## config.mk

```make
export PLATFORM = sky130hd
export DESIGN_NAME = period_match_detector_flat
export DESIGN_NICKNAME = d
export VERILOG_FILES = /design/src/rtl/period_match_detector_if.sv /design/src/rtl/period_match_detector.sv /design/src/flat_wrapper.sv
export SDC_FILE = /design/constraint.sdc
export NUM_CORES = 1
export LEC_CHECK = 0
export ABC_CLOCK_PERIOD_IN_PS = 5900
export CORE_UTILIZATION = 60
export CTS_BUF_LIST = sky130_fd_sc_hd__clkbuf_4 sky130_fd_sc_hd__clkbuf_8 sky130_fd_sc_hd__clkbuf_16
export DETAILED_ROUTE_END_ITERATION = 6
export PLACE_DENSITY = 0.81
export SLEW_MARGIN = 10
export SYNTH_ARGS = -nofsm -noshare
export SYNTH_HDL_FRONTEND = slang
export SYNTH_SLANG_ARGS = --single-unit
```

## constraint.sdc

```tcl
create_clock -name clk -period 5.9 [get_ports clk]
set_input_delay 0.885 -clock clk [delete_from_list [all_inputs] [get_ports clk]]
set_output_delay 0.885 -clock clk [all_outputs]
set_load 0.02 [all_outputs]
```

## src/rtl/period_match_detector_if.sv

```systemverilog
// Sample-path bus for period_match_detector: sample/config inputs and
// registered match/lock status outputs.
interface period_match_detector_if #(
  parameter int unsigned DW    = 8,
  parameter int unsigned LAG_W = 5,
  parameter int unsigned CW    = 8
) ();
  logic             in_valid;
  logic [DW-1:0]    data_in;
  logic [LAG_W-1:0] lag;
  logic [DW-1:0]    mask;
  logic [CW-1:0]    lock_thr;
  logic [CW-1:0]    unlock_thr;
  logic             match_valid;
  logic             match;
  logic             locked;
  logic [CW-1:0]    run_len;
  logic             cfg_err;

  modport master (
    output in_valid, data_in, lag, mask, lock_thr, unlock_thr,
    input  match_valid, match, locked, run_len, cfg_err
  );

  modport slave (
    input  in_valid, data_in, lag, mask, lock_thr, unlock_thr,
    output match_valid, match, locked, run_len, cfg_err
  );
endinterface

```

## src/rtl/period_match_detector.sv

```systemverilog
// Periodicity detector: compares each accepted sample with the one LAG samples
// earlier under a mask, and qualifies the hits with a lock/hold FSM.
module period_match_detector #(
  parameter int unsigned DW      = 8,
  parameter int unsigned MAX_LAG = 16,
  parameter int unsigned LAG_W   = 5,
  parameter int unsigned CW      = 8
) (
  input logic                   clk,
  input logic                   rst_n,
  input logic                   clr,
  period_match_detector_if.slave bus
);
  localparam int unsigned FW = $clog2(MAX_LAG + 1);

  typedef enum logic [1:0] {StSearch, StLocked, StHold} state_e;

  state_e           state_q, state_d, state_base;
  logic [DW-1:0]    hist_q [MAX_LAG];
  logic [FW-1:0]    fill_q, fill_d;
  logic [LAG_W-1:0] lag_q, lag_d;
  logic [CW-1:0]    run_q, run_d, run_base, run_nxt;
  logic [CW-1:0]    miss_q, miss_d, miss_base;
  logic [CW:0]      miss_inc;
  logic [CW-1:0]    lock_eff, unlock_eff;
  logic             mv_q, mv_d, match_q, match_d, cfg_err_q, cfg_err_d;
  logic             lag_ok, lag_chg, cmp, hit;
  logic [DW-1:0]    ref_smp;

  always_comb begin
    ref_smp = '0;
    for (int i = 0; i < int'(MAX_LAG); i++) begin
      if (bus.lag == LAG_W'(i + 1)) ref_smp = hist_q[i];
    end
  end

  assign lag_ok     = (bus.lag != '0) && (32'(bus.lag) <= MAX_LAG);
  assign lag_chg    = bus.in_valid && lag_ok && (bus.lag != lag_q);
  assign cmp        = bus.in_valid && lag_ok && (32'(fill_q) >= 32'(bus.lag));
  assign hit        = ((bus.data_in ^ ref_smp) & bus.mask) == '0;
  assign lock_eff   = (bus.lock_thr == '0) ? CW'(1) : bus.lock_thr;
  assign unlock_eff = (bus.unlock_thr == '0) ? CW'(1) : bus.unlock_thr;

  always_comb begin
    state_base = state_q;
    run_base   = run_q;
    miss_base  = miss_q;
    lag_d      = lag_q;
    fill_d     = fill_q;
    cfg_err_d  = cfg_err_q;
    mv_d       = 1'b0;
    match_d    = 1'b0;

    // A new legal lag restarts qualification before this cycle's compare.
    if (lag_chg) begin
      state_base = StSearch;
      run_base   = '0;
      miss_base  = '0;
      lag_d      = bus.lag;
    end

    state_d  = state_base;
    run_d    = run_base;
    miss_d   = miss_base;
    run_nxt  = hit ? ((&run_base) ? run_base : run_base + CW'(1)) : '0;
    miss_inc = {1'b0, miss_base} + {{CW{1'b0}}, 1'b1};

    if (bus.in_valid) begin
      cfg_err_d = !lag_ok;
      if (32'(fill_q) < MAX_LAG) fill_d = fill_q + FW'(1);
    end

    if (cmp) begin
      mv_d    = 1'b1;
      match_d = hit;
      run_d   = run_nxt;
      unique case (state_base)
        StSearch: if (run_nxt >= lock_eff) state_d = StLocked;
        StLocked: begin
          if (!hit) begin
            if (unlock_eff == CW'(1)) begin
              state_d = StSearch;
              miss_d  = '0;
            end else begin
              state_d = StHold;
              miss_d  = CW'(1);
            end
          end
        end
        StHold: begin
          if (hit) begin
            state_d = StLocked;
            miss_d  = '0;
          end else if (miss_inc >= {1'b0, unlock_eff}) begin
            state_d = StSearch;
            miss_d  = '0;
          end else begin
            miss_d  = miss_inc[CW-1:0];
          end
        end
        default: state_d = StSearch;
      endcase
    end

    if (clr) begin
      state_d   = StSearch;
      run_d     = '0;
      miss_d    = '0;
      lag_d     = '0;
      fill_d    = '0;
      cfg_err_d = 1'b0;
      mv_d      = 1'b0;
      match_d   = 1'b0;
    end
  end

  always_ff @(posedge clk or negedge rst_n) begin
    if (!rst_n) begin
      state_q   <= StSearch;
      run_q     <= '0;
      miss_q    <= '0;
      lag_q     <= '0;
      fill_q    <= '0;
      cfg_err_q <= 1'b0;
      mv_q      <= 1'b0;
      match_q   <= 1'b0;
    end else begin
      state_q   <= state_d;
      run_q     <= run_d;
      miss_q    <= miss_d;
      lag_q     <= lag_d;
      fill_q    <= fill_d;
      cfg_err_q <= cfg_err_d;
      mv_q      <= mv_d;
      match_q   <= match_d;
    end
  end

  // History contents are don't-care after reset; fill gates their use.
  always_ff @(posedge clk) begin
    if (bus.in_valid && !clr) begin
      hist_q[0] <= bus.data_in;
      for (int i = 1; i < int'(MAX_LAG); i++) hist_q[i] <= hist_q[i-1];
    end
  end

  assign bus.match_valid = mv_q;
  assign bus.match       = match_q;
  assign bus.locked      = (state_q != StSearch);
  assign bus.run_len     = run_q;
  assign bus.cfg_err     = cfg_err_q;
endmodule

```

## src/flat_wrapper.sv

```systemverilog
// flat-port wrapper written by rule: the top's interface ports become plain ports
module period_match_detector_flat 
#(
  parameter int unsigned DW      = 8,
  parameter int unsigned MAX_LAG = 16,
  parameter int unsigned LAG_W   = 5,
  parameter int unsigned CW      = 8
)
  (clk, rst_n, clr, bus_in_valid, bus_data_in, bus_lag, bus_mask, bus_lock_thr, bus_unlock_thr, bus_match_valid, bus_match, bus_locked, bus_run_len, bus_cfg_err);
  period_match_detector_if #(.DW(DW), .LAG_W(LAG_W), .CW(CW)) bus_i ();
  input logic clk;
  input logic rst_n;
  input logic clr;
  input wire logic [$bits(bus_i.in_valid)-1:0] bus_in_valid;
  input wire logic [$bits(bus_i.data_in)-1:0] bus_data_in;
  input wire logic [$bits(bus_i.lag)-1:0] bus_lag;
  input wire logic [$bits(bus_i.mask)-1:0] bus_mask;
  input wire logic [$bits(bus_i.lock_thr)-1:0] bus_lock_thr;
  input wire logic [$bits(bus_i.unlock_thr)-1:0] bus_unlock_thr;
  output wire logic [$bits(bus_i.match_valid)-1:0] bus_match_valid;
  output wire logic [$bits(bus_i.match)-1:0] bus_match;
  output wire logic [$bits(bus_i.locked)-1:0] bus_locked;
  output wire logic [$bits(bus_i.run_len)-1:0] bus_run_len;
  output wire logic [$bits(bus_i.cfg_err)-1:0] bus_cfg_err;
  assign bus_i.in_valid = bus_in_valid;
  assign bus_i.data_in = bus_data_in;
  assign bus_i.lag = bus_lag;
  assign bus_i.mask = bus_mask;
  assign bus_i.lock_thr = bus_lock_thr;
  assign bus_i.unlock_thr = bus_unlock_thr;
  assign bus_match_valid = bus_i.match_valid;
  assign bus_match = bus_i.match;
  assign bus_locked = bus_i.locked;
  assign bus_run_len = bus_i.run_len;
  assign bus_cfg_err = bus_i.cfg_err;
  period_match_detector #(.DW(DW), .MAX_LAG(MAX_LAG), .LAG_W(LAG_W), .CW(CW)) u_core (.clk(clk), .rst_n(rst_n), .clr(clr), .bus(bus_i));
endmodule
```

==> metrics.cfg, run 1 <==
[yosys]
synthArstFlopShare_pct=19.50
ys_top_cells_by_count=edfxtp_1, nand2_1, nor2_1
seq_area_frac_synth_pct=54.87
synthCells=728
netlist.area_leader.share_pct=45.65
synthFlopType=edfxtp_1
synth-edff-count=128
yosys_warnings=0
yosysUniqueCellTypes=97
syn-num-nets=798
synth-seq-cells=159
synth.area.top_cells=edfxtp_1, dfrtp_1, ha_1, nand2_1, nor2_1
syn_area_sq_um=8419
avgSynthCellArea_sq_um=11.57
synth.most_common_cell=edfxtp_1
yosys.area.top_type=edfxtp_1

[cts]
clockRootBuffer=clkbuf_16
clk_pin_slew_ns=0.06
hold_buffers=0
cts.repair.resized=0
post-cts-setup-buffers=0
cts_sinks=159
clock_latency_ns=0.43
clk_path_buf_depth=2
h-tree-depth=4
cts_tree=done
cts_buffers=17

[layout]
n_fill_cell=903
antenna_cells=0
final_core_utilization_pct=74.69
area_growth_pct=19.35
final_layout_size_suffix_gt1_share_pct=13.98
finalNetCount=887
layoutNonFillerInstCount=1006

[global_routing]
grt_pass1_wl_microns=34980
grt_use_total_pct=32.61
grt_pass1_vias=6197
antenna_found_initial=0
overflow=0
grt_max_degree=80

[floorplanning]
boundaryPins=53
core_area_sq_um=13450
rows=42
dieWidth_microns=120.5
initial_core_util_pct=62.58
die_y_microns=120.5
die_area_sq_um=14510

[worst_setup_path]
path_class=input pin to register
ff2ff_path_depth=23
r2r_slack_ns=1.21
worstSetupEndpoint=u_core.state_q[0]
crit_arrival_ns=5.95
r2r_end=u_core.state_q[0]
r2r_start=u_core.lag_q[0]
critPathMaxFanout=4
cp-start-kind=input pin
crit_required_ns=6.21
cp-end-kind=register
cp-startpoint=bus_lag[2]

[timing]
skew_ns=0.008598
tightest_slew_ns=1.043
rsz0062_at_grt=no
fmaxAchievable_mhz=177.0
period_needed_ns=5.649
relSlewSlack_pct=29.73
hold_violations=0
slew_violations=0
finalSetupViolCount=0
period_share_pct=95.75

[routing]
detail-route-antenna-nets=0
vias=6484
drt-pass1-iter-count=6
avgViaCountPerCell=6.445
routedWlPerCell_microns=22.32
finalWirelength_microns=22450
drt_iter0_markers=945
drc=0

[placed_design]
port_buffers=52
gp_congestion=0.9559
dp_hpwl_microns=15520
dpl.cell_count=974

[power_and_ir_drop]
leakagePower_uw=0.003968
ir_drop_v=0.0002164
power.density_nw_per_um2=273.9

[hold_path]
min_path_type=register to register

[status]
status=completed

[run]
maxCapViolCount=0

power by group:
group	switching (uW)	leakage [uW]	total, uW	internal, uW
Sequential	22.9	0.00163	1280	1260
Combinational	158	0.00203	268	110
Clock	445	0.000309	1210	760
Total	626	0.00397	2750	2130
layer usage:
metal	global-route usage [%]	part of all wire [%]	vias up	wire length [microns]
li1	-	-	2927	-
met1	47.78	43	3163	9647
met2	48.53	46	357	10230
met3	7.358	9.4	37	2108
met4	10.11	2.1	0	470
met5	0	0	-	0
critical path, stage by stage:
cell             delay [ns]
clkdlybuf4s50_1        0.42
buf_4                  0.15
or4b_1                 0.64
buf_4                  0.21
o32ai_1                0.17
o311ai_1               0.21
a222oi_1               0.48
o21ai_1                0.20
xor2_1                 0.27
o22ai_4                0.15
nor2_8                 0.10
nand2_1                0.06
ha_1                   0.28
nand2b_1               0.14
a21o_1                 0.17
a21o_1                 0.17
a21o_1                 0.16
a21o_1                 0.17
a21oi_1                0.15
nor2b_1                0.06
o21ai_0                0.24
nand3b_1               0.13
a221oi_2               0.24
o41ai_2                0.08
registers in the layout (all words and copies together) (netlist names):
name,count
u_core.hist_q,128
u_core.bus.run_len,8
u_core.miss_q,8
u_core.fill_q,5
u_core.lag_q,5
u_core.state_q,2
u_core.bus.cfg_err,1
u_core.bus.match,1
u_core.bus.match_valid,1
logic make-up after synthesis:
logic type / count (synthesis) / share of synthesized area [%]
simple gates: 264 / 17.76
buf+inv: 78 / 4.161
mux: 18 / 2.244
compound gates: 161 / 14.68
flops: 159 / 54.87
fa+ha+maj: 29 / 4.310
xor+xnor: 19 / 1.977
final cells by class:
| cell class | instances | area, sq um | share of cell area [%] |
|---|---|---|---|
| clock inverters | 12 | 191.4 | 1.905 |
| well taps | 176 | 220.2 | 2.192 |
| inverters | 43 | 161.4 | 1.606 |
| clock buffers | 20 | 447.9 | 4.458 |
| multi-input cells | 491 | 3462 | 34.45 |
| flip-flops and latches | 159 | 4619 | 45.97 |
| repair buffers | 105 | 945.9 | 9.414 |
worst min path at each step:
stage,from,endpoint,cells past startpoint
floorplan,u_core.hist_q[0][55],u_core.hist_q[0][63],0
global placement,u_core.hist_q[0][16],u_core.hist_q[0][24],0
detailed placement,u_core.hist_q[0][35],u_core.hist_q[0][43],0
CTS,u_core.hist_q[0][35],u_core.hist_q[0][43],0
global route,u_core.hist_q[0][13],u_core.hist_q[0][21],0
finish,u_core.hist_q[0][35],u_core.hist_q[0][43],0
metrics by stage:
step	cell area, sq um	total power [uW]	hold slack [ns]	TNS, ns	setup WS, ns
2_1_floorplan	8424	1450	0.4166	0	0.002015
3_3_place_gp	9409	1554	0.4264	-0.04931	-0.04931
3_5_place_dp	9409	1561	0.4272	-0.1293	-0.1055
4_1_cts	10050	2755	0.4415	0	0.3247
5_1_grt	10050	2823	0.4519	0	0.1142
6_report	10050	2753	0.4428	0	0.2509
cells in the final DEF (no fill, tap or decap), drive strengths merged, types with 20 or more instances in the layout:
master         instances
edfxtp               128
buf                   55
nand2                 51
clkdlybuf4s50         50
nor2                  50
inv                   42
o21ai                 35
dfrtp                 31
ha                    29
nand2b                26
a21oi                 23
nand3                 21
clkbuf                20
No activity file was read; power rests on OpenSTA's default activity.
==> inputs of run 2 (changes only) <==
- CORE_ASPECT_RATIO: unset -> 1.4
- MAX_ROUTING_LAYER: unset -> met4
==> run 2 against run 1 <==
Sequential cell count did not move; clock skew rose by 0.0089 ns; first-iteration DRC count fell by 36%; cell count fell by 0.70%; sequential power barely moved; register-to-register slack got worse by 0.13 ns; core utilization fell by 1.3 points; fmax rose by 1.9%; global-route usage fell by 0.56 points; cell area fell by 1.3%; wire length fell by 5.9%; power fell by 4.6%; largest power group unchanged.
==> metrics.cfg, run 2 (synthesis gave the netlist of run 1 again) <==
[worst_setup_path]
r2r_start=u_core.lag_q[0]
path_class=input pin to register
cp-startpoint=bus_lag[4]
worstPathCellList=clkdlybuf4s50_1 -> buf_12 -> or4b_1 -> buf_4 -> o32ai_2 -> o311ai_1 -> a22oi_1 -> o2111ai_1 -> a2111oi_4 -> nand4_4 -> nor2_8 -> nand2_1 -> ha_1 -> nand2b_1 -> a21o_1 -> a21o_1 -> a21o_1 -> a21o_1 -> a21oi_1 -> nor2b_1 -> o21ai_0 -> nand3b_1 -> a221oi_2 -> o41ai_2
critical_path_buf_inv_count=3  ; unchanged
crit_required_ns=6.19  ; -0.02 ns
r2r_end=u_core.state_q[0]
critPathMaxFanout=23  ; +19
r2r_slack_ns=1.08  ; -0.13 ns
ff2ff_path_depth=22  ; -4.3%
crit_arrival_ns=5.83  ; -0.12 ns
cpMaxStageDelayCell=or4b_1
cp-start-kind=input pin
max_stage_delay_ns=0.51  ; -0.13 ns
cp-end-kind=register
critical_path.top_delay_family=compound AO/OA/AOI/OAI gates
crit_path_frequent_cell=a21o_1

[cts]
hold_buffers=0  ; unchanged
clk_pin_slew_ns=0.06  ; about the same
cts_sinks=159  ; unchanged
clock_latency_ns=0.44  ; about the same
h-tree-depth=4  ; unchanged
clk_path_buf_depth=2  ; unchanged
post-cts-setup-buffers=0  ; unchanged
cts_tree=done
clockRootBuffer=clkbuf_16
cts.repair.resized=0  ; unchanged
cts_buffers=17  ; unchanged

[layout]
finalNetCount=874  ; -1.5%
multi_input_area_sq_um=3462  ; unchanged
layout_common_cells=edfxtp_1, nand2_1, clkdlybuf4s50_1, nor2_1, inv_1
design_area_sq_um=9921  ; -1.3%
largest_register_ff_count=128  ; unchanged
final_common_cell=edfxtp_1
area_growth_pct=17.83
regMostFlops=u_core.hist_q
regArea_sq_um=4619  ; unchanged
final_layout_size_suffix_gt1_share_pct=12.48  ; -1.5 points
final_core_utilization_pct=73.42  ; -1.3 points
n_fill_cell=981  ; +8.6%
antenna_cells=0  ; unchanged

[timing]
skew_ns=0.01745  ; +0.008853 ns
hold_violations=0  ; unchanged
relSlewSlack_pct=35.35  ; +5.6 points
slew_violations=0  ; unchanged
rsz0062_at_grt=no
period_share_pct=93.92  ; -1.8 points
fmaxAchievable_mhz=180.5  ; +1.9%
tns_ns=0  ; unchanged
period_needed_ns=5.541  ; -0.1078 ns
tightest_slew_ns=0.9677  ; -0.07532 ns
finalSetupViolCount=0  ; unchanged
setup_ws_ns=0.3587  ; +0.1078 ns

[global_routing]
grt_max_degree=95  ; +19%
grt_pass1_vias=6375  ; +2.9%
antenna_found_initial=0  ; unchanged
grt_use_total_pct=32.05  ; -0.56 points
grt_pass1_wl_microns=33270  ; -4.9%
overflow=0  ; unchanged

[routing]
drc=0  ; unchanged
detail-route-antenna-nets=0  ; unchanged
routedWlPerCell_microns=21.14  ; -5.3%
finalWirelength_microns=21120  ; -5.9%
avgViaCountPerCell=6.339  ; -1.6%
drt-pass1-iter-count=5  ; -1
vias=6333  ; -2.3%
drt_iter0_markers=607  ; -36%

[power_and_ir_drop]
total_power_uw=2626  ; -4.6%
power.density_nw_per_um2=264.7  ; -3.4%
leakagePower_uw=0.003891  ; -1.9%
ir_drop_v=0.0001587  ; -27%

[status]
status=completed

[floorplanning]
die_area_sq_um=14520  ; about the same
boundaryPins=53  ; unchanged
rows=50  ; +19%
core_area_sq_um=13510  ; +0.45%
die_y_microns=142.2  ; +18%
initial_core_util_pct=62.31  ; -0.28 points
dieWidth_microns=102.1  ; -15%

[hold_path]
min_from=u_core.hist_q[0][20]
min_path_type=register to register
hold-path-endpoint=u_core.hist_q[0][28]
min_path_cells=0  ; unchanged

[placed_design]
gp_congestion=0.9909  ; +3.7%
dp_hpwl_microns=15050  ; -3.0%
place_area_sq_um=9344  ; -0.69%
port_buffers=52  ; unchanged
place_worst_setup_slack_ns=-0.04105  ; +0.06449 ns

[run]
maxCapViolCount=0  ; unchanged

run 2: changes by cell type in the layout (fill, tap and decap cells not counted):
cell,delta
clkinv_4,-1
clkinv_1,+1
clkinv_2,+5
buf_4,-15
clkbuf_4,-3
bufinv_16,-2
buf_12,+2
run 2: where the power goes:
group / internal [uW] / total [uW] / leakage, uW / switching [uW]
sequential: 1260 / 1280 / 0.00163 / 22.1
combinational: 108 / 260 / 0.00198 / 153
clock: 654 / 1090 / 0.000284 / 434
run 2: how the worst max path moves through the flow:
stage                              endpoint  slack, ns  depth (start not counted)
after floorplan           u_core.state_q[0]      0.002                         31
after global placement    u_core.state_q[0]       0.14                         25
after detailed placement  u_core.state_q[0]      -0.04                         24
after CTS                 u_core.state_q[0]       0.39                         24
after global routing      u_core.state_q[0]       0.11                         25
final                     u_core.state_q[0]       0.36                         24
run 2: metrics by stage:
stage          hold WS, ns  std cells
2_1_floorplan       0.4166        728
3_3_place_gp        0.4307        967
3_5_place_dp        0.4279        967
4_1_cts             0.4406        999
5_1_grt             0.4542        999
6_report            0.4423        999
run 2: final cells by class:
cell class	count	share of cell area [%]
timing repair buffer	92	8.803
clock buffer	17	4.288
tap	182	2.295
clock inverter	15	1.526
inverter	43	1.627
sequential	159	46.56
multi-input combinational	491	34.90
run 2: metal layers:
layer	part of all wire, %	global-route usage [%]	up-vias	wire length [microns]
met1	39	37.43	3103	8257
met4	4.7	16.39	0	998
met2	50	51.64	277	10610
met3	6.0	7.122	70	1257
met5	0	-	-	0
li1	-	-	2883	-
==> inputs of run 3 (changes only) <==
- CAP_MARGIN: unset -> 20
==> results of run 3 <==
No change in the layout: final DEF, timing and power equal those of run 2.
